===== src/rtl/tart_sample_feeder.sv =====
// tart_sample_feeder
//   Rate-paced antenna-sample source that sits in front of tart_correlator.
//   Samples arrive over a valid/ready handshake and wait in a small FIFO.
//   In RUN, one sample leaves every TRATE clocks as antenna + strobe.
//   Strobes are counted per block, and switch pulses on the last strobe of
//   each block.
//
//   Optional feature (macro TART_FEEDER_STATS_EN):
//     Adds the output port underruns[15:0]. It is a saturating count of
//     empty sample slots, cleared on reset and on IDLE exit.
//
// Ports
//   clk_i      in   1      sole clock
//   rst_i      in   1      asynchronous, active-high reset
//   enable     in   1      run request (level)
//   blocksize  in   BLOCK  samples per block minus one, latched on IDLE exit
//   in_valid   in   1      upstream sample valid
//   in_ready   out  1      FIFO not full (registered)
//   in_data    in   WIDTH  upstream sample
//   strobe     out  1      one-cycle pulse: antenna holds a new sample
//   antenna    out  WIDTH  current sample, held between strobes
//   switch     out  1      one-cycle pulse on the last strobe of a block
//   underflow  out  1      sticky: a sample slot found the FIFO empty
//   busy       out  1      FSM not in IDLE
//   underruns  out  16     empty-slot count (only with TART_FEEDER_STATS_EN)
//
// FSM states
//   state   | meaning
//   S_IDLE  | stopped; FIFO still accepts data
//   S_PRIME | waiting for at least two buffered samples
//   S_RUN   | pacing samples out, one slot every TRATE clocks
module tart_sample_feeder #(
  parameter int WIDTH = 24,
  parameter int TRATE = 12,
  parameter int TBITS = 4,
  parameter int BLOCK = 24,
  parameter int FBITS = 2
) (
  input  logic             clk_i,
  input  logic             rst_i,
  input  logic             enable,
  input  logic [BLOCK-1:0] blocksize,
  input  logic             in_valid,
  output logic             in_ready,
  input  logic [WIDTH-1:0] in_data,
  output logic             strobe,
  output logic [WIDTH-1:0] antenna,
  output logic             switch,
  output logic             underflow,
  output logic             busy
`ifdef TART_FEEDER_STATS_EN
  ,
  output logic [15:0]      underruns
`endif
);

  localparam int DEPTH = 1 << FBITS;
  localparam int CW    = FBITS + 1;
  localparam logic [CW-1:0]    OCC_FULL  = CW'(DEPTH);
  localparam logic [TBITS-1:0] TICK_LAST = TBITS'(TRATE - 1);

  typedef enum logic [1:0] {S_IDLE, S_PRIME, S_RUN} state_t;

  state_t           r_state;
  logic [TBITS-1:0] r_tick;
  logic [BLOCK-1:0] r_scnt;
  logic [BLOCK-1:0] r_bs;
  logic             r_strobe;
  logic [WIDTH-1:0] r_antenna;
  logic             r_switch;
  logic             r_underflow;
  logic             r_busy;
  logic             r_in_ready;
`ifdef TART_FEEDER_STATS_EN
  logic [15:0]      r_underruns;
`endif

  logic [WIDTH-1:0] r_mem [DEPTH];
  logic [FBITS-1:0] r_wptr;
  logic [FBITS-1:0] r_rptr;
  logic [CW-1:0]    r_count;

  logic             w_push;
  logic             w_slot;
  logic             w_pop;
  logic [CW-1:0]    w_count_next;
  logic [WIDTH-1:0] w_head;

  // in_ready is registered as !full, so a push can never land on a full FIFO.
  // A slot is only honoured while enable is still high; dropping enable
  // pre-empts it.
  assign w_push       = in_valid && r_in_ready;
  assign w_slot       = (r_state == S_RUN) && enable && (r_tick == TICK_LAST);
  assign w_pop        = w_slot && (r_count != '0);
  assign w_count_next = r_count + CW'(w_push) - CW'(w_pop);
  assign w_head       = r_mem[r_rptr];

  always_ff @(posedge clk_i or posedge rst_i) begin
    if (rst_i) begin
      r_count    <= '0;
      r_wptr     <= '0;
      r_rptr     <= '0;
      r_in_ready <= 1'b1;
    end else begin
      r_count    <= w_count_next;
      r_in_ready <= (w_count_next != OCC_FULL);
      if (w_push) r_wptr <= r_wptr + FBITS'(1);
      if (w_pop)  r_rptr <= r_rptr + FBITS'(1);
    end
  end

  // Storage needs no reset: the pointers and the count define validity.
  always_ff @(posedge clk_i) begin
    if (w_push) r_mem[r_wptr] <= in_data;
  end

  always_ff @(posedge clk_i or posedge rst_i) begin
    if (rst_i) begin
      r_state     <= S_IDLE;
      r_tick      <= '0;
      r_scnt      <= '0;
      r_bs        <= '0;
      r_strobe    <= 1'b0;
      r_antenna   <= '0;
      r_switch    <= 1'b0;
      r_underflow <= 1'b0;
      r_busy      <= 1'b0;
`ifdef TART_FEEDER_STATS_EN
      r_underruns <= '0;
`endif
    end else begin
      r_strobe <= 1'b0;
      r_switch <= 1'b0;
      case (r_state)
        S_IDLE: begin
          if (enable) begin
            r_state     <= S_PRIME;
            r_bs        <= blocksize;
            r_underflow <= 1'b0;
            r_tick      <= '0;
            r_scnt      <= '0;
            r_busy      <= 1'b1;
`ifdef TART_FEEDER_STATS_EN
            r_underruns <= '0;
`endif
          end
        end
        S_PRIME: begin
          if (!enable) begin
            r_state <= S_IDLE;
            r_busy  <= 1'b0;
            r_tick  <= '0;
            r_scnt  <= '0;
          end else if ((r_count >= CW'(2)) || (r_count == OCC_FULL)) begin
            r_state <= S_RUN;
          end
        end
        S_RUN: begin
          if (!enable) begin
            r_state <= S_IDLE;
            r_busy  <= 1'b0;
            r_tick  <= '0;
            r_scnt  <= '0;
          end else begin
            r_tick <= (r_tick == TICK_LAST) ? '0 : r_tick + TBITS'(1);
            if (w_slot) begin
              if (w_pop) begin
                r_antenna <= w_head;
                r_strobe  <= 1'b1;
                if (r_scnt == r_bs) begin
                  r_scnt   <= '0;
                  r_switch <= 1'b1;
                end else begin
                  r_scnt <= r_scnt + BLOCK'(1);
                end
              end else begin
                // Empty slot: nothing is emitted, so the block count stays put.
                r_underflow <= 1'b1;
`ifdef TART_FEEDER_STATS_EN
                if (r_underruns != 16'hFFFF) r_underruns <= r_underruns + 16'd1;
`endif
              end
            end
          end
        end
        default: begin
          r_state <= S_IDLE;
          r_busy  <= 1'b0;
        end
      endcase
    end
  end

  assign in_ready  = r_in_ready;
  assign strobe    = r_strobe;
  assign antenna   = r_antenna;
  assign switch    = r_switch;
  assign underflow = r_underflow;
  assign busy      = r_busy;
`ifdef TART_FEEDER_STATS_EN
  assign underruns = r_underruns;
`endif

endmodule


===== config.mk =====
export PLATFORM = sky130hd
export DESIGN_NAME = tart_sample_feeder
export DESIGN_NICKNAME = d
export VERILOG_FILES = /design/src/rtl/tart_sample_feeder.sv
export SDC_FILE = /design/constraint.sdc
export NUM_CORES = 1
export LEC_CHECK = 0
export ABC_AREA = 1
export BUFFER_PORTS_ARGS = -buffer_cell sky130_fd_sc_hd__buf_2
export CORE_MARGIN = 2
export CORE_UTILIZATION = 35
export DETAILED_ROUTE_END_ITERATION = 7
export GPL_ROUTABILITY_DRIVEN = 0
export HOLD_SLACK_MARGIN = 0.12
export SLEW_MARGIN = 25
export SYNTH_ARGS = -nofsm -noshare
export SYNTH_HDL_FRONTEND = slang
export SYNTH_SLANG_ARGS = --single-unit

===== constraint.sdc =====
create_clock -name clk_i -period 2.31 [get_ports clk_i]
set_input_delay 0.1155 -clock clk_i [delete_from_list [all_inputs] [get_ports clk_i]]
set_output_delay 0.1155 -clock clk_i [all_outputs]
set_load 0.01 [all_outputs]

==> reports/summary.txt <==
Seq/Total Area, Yosys: 62.8%
Async SR Flop Fraction: 48.4%
Post-route antenna net violation count: 0
Finished Core Util: 44.7%
Post-Synth Simple-Gate Area: 20.0%
Routed WL: 17800 µm
Vias in the first global route: 5794
Worst VDD drop: 0.000513 V
Core area: 22800 µm²
Max_cap viols: 0
Syn Inst Count: 831
F_max: 454 MHz
Syn Nets: 897
Largest net degree at the start of global routing: 91
Starting Density: 35.9%
Final Slew Violations: 0
CP max FO: 3
Netlist area before placement: 8180 µm²
I/O pin count: 81
# nets final: 1034
Pwr Density: 915 nW/µm²
Post-synth EDFFs: 96
Multiplexer area fraction after synthesis: 0.275%
DRC errors left: 0
Setup WS pre-CTS: 0.0531 ns
Most common cell after layout, fill and taps aside: nor2_1
#FFs+latches synth: 186
Relative slew margins: 51.8%
Fin crit period: 2.20 ns
Kind of start point of the critical path: register
Full die area: 24600 µm²
Vias: 5883
Status: finished clean
Grt total ovfl: 0
Number of H-tree levels: 4
Starting DRT DRC Count: 339
Adder-cell share of the synthesized area: 2.23%
Cts bufs inserted: 17
Leak pwr: 4.32 nW
Final setup fails: 0
Synth Flop Type: edfxtp_1
Layout cells sized above 1: 19.3%
Largest family of logic cells by synthesized area: simple AND/OR/NAND/NOR gates
# rows: 55
Vias/cell: 4.55
Bufs on Longest Clock Path: 2
Netlist cell types: 39
CTS root buf: clkbuf_16
Yosys warnings: 0
Clock sink count: 186
Layout area overhead: 24.4%
Commonest cells after routing, fill and taps aside: nor2_1, nand2_1, edfxtp_1
Clock Pin Slew Worst Setup and Hold Paths: 0.08 ns
Final worst-path cycle share: 95.3%
Final hold violation count: 0
Ant diodes: 0
Critical Path AT: 2.56 ns
DR WL/cell: 13.7 µm
Setup TNS: 0 ns
I/O Buffers: 80
DIE WIDTH: 157 µm
Worst setup EP type: register
Post-synthesis compound-gate area fraction: 7.40%
Final WS setup: 0.109 ns
Min-delay worst type: in -> reg
XOR/XNOR Fraction of Synth Area: 1.82%
DP HPWL: 10900 µm
CTS tree: built
Total power: 9.31 mW
Clock Skews: 0.0158 ns
Worst Path Required: 2.66 ns
Initial antenna violation count: 0
Global router's overall resource usage: 15.1%
Kind of critical path: reg -> reg
First-pass GRT wire length: 28800 µm
Syn Area/Cell: 9.85 µm²
Worst-Skew Late Latency: 0.44 ns
Drt pass-1 iters: 4
Slew @ Worst Pin: 0.722 ns
Die H: 157 µm
==> where the power goes <==
| group | internal (mW) | total (mW) | leakage, nW | switching, mW |
|---|---|---|---|---|
| Combinational | 0.645 | 1.92 | 1.98 | 1.27 |
| Clock | 1.50 | 3.03 | 0.300 | 1.53 |
| Sequential | 4.13 | 4.36 | 2.04 | 0.238 |
| Total | 6.28 | 9.31 | 4.32 | 3.04 |
==> layout make-up <==
| class | count | area [µm²] |
|---|---|---|
| fill | 2138 | 12600 |
| clock inverter | 15 | 205 |
| tap | 313 | 392 |
| clock buffer | 17 | 425 |
| timing repair buffer | 146 | 1040 |
| inverter | 82 | 317 |
| sequential | 186 | 5140 |
| multi-input combinational | 535 | 2670 |
==> cells by family (layout without fill, tap and decap cells) <==
group           after synthesis  in the layout
simple gates                389            389
flops                       186            186
mux                           2              2
buf+inv                     110            260
fa+ha+maj                    14             14
compound gates              113            113
xor+xnor                     17             17
==> repair_timing <==
item	in CTS	in global routing
buffers inserted	0	3
gates resized for setup	1	11
hold buffers	50	0
setup endpoints to repair	1	2
gates cloned	0	0
pin swaps	0	8
endpoints found under the hold margin	213	0
==> per-layer routing <==
| layer | part of all wire (%) | global-route usage (%) | vias to the layer above | routed length, µm |
|---|---|---|---|---|
| met1 | 44 | 18.3 | 2781 | 7830 |
| met5 | 0 | 0 | - | 0 |
| li1 | - | - | 2990 | - |
| met3 | 4.0 | 3.66 | 11 | 703 |
| met4 | 0.67 | 3.58 | 0 | 119 |
| met2 | 51 | 27.1 | 101 | 9110 |
==> Yosys cell counts, types with 13 or more instances <==
cell | count | area share, %
nor2_1 | 198 | 9.1
nand2_1 | 125 | 5.7
edfxtp_1 | 96 | 35
dfrtp_1 | 89 | 27
inv_1 | 65 | 3.0
o21ai_0 | 56 | 3.4
a21oi_1 | 28 | 1.7
a31oi_1 | 25 | 1.9
clkbuf_1 | 21 | 0.96
nand3_1 | 17 | 1.0
xor2_1 | 17 | 1.8
nor2_2 | 16 | 1.2
ha_1 | 13 | 2.0
inv_2 | 13 | 0.60
==> flip-flops by register name, summed over array words and instances, names as in the netlist, 2 cells and up <==
register  cells
r_state       2
r_wptr        2
r_rptr        2
r_count       3
antenna      24
r_tick        4
r_bs         24
r_mem        96
r_scnt       24
==> worst paths after layout <==
path	start	to	slack, ns	cells past startpoint
hold / removal	in_valid	r_wptr[1]	0.23	4
min in group asynchronous	rst_i	antenna[15]	0.36	4
max in group asynchronous	rst_i	in_ready	1.54	4
hold reg to reg	r_bs[3]	r_bs[3]	0.53	1
setup / recovery	r_tick[1]	in_ready	0.11	13
setup reg to reg	r_tick[1]	in_ready	0.11	13
==> critical path, stage by stage (launching register included) <==
cell     delay [ns]
dfrtp_1        0.41
ha_4           0.18
nand2_4        0.05
nor2_4         0.12
nand2_2        0.09
nor2_4         0.15
ha_4           0.21
inv_2          0.06
ha_4           0.11
inv_2          0.03
fa_1           0.50
inv_1          0.05
nor2_1         0.09
nand2_1        0.06
==> stage by stage <==
step	cell area, µm²	hold WS, ns	cells
after global routing	10200	0.266	1294
final	10200	0.230	1294
after global placement	8970	0.305	1209
after floorplan	8190	0.214	831
after detailed placement	8970	0.310	1209
after CTS	10100	0.190	1291
No activity file was read; power rests on OpenSTA's default activity.
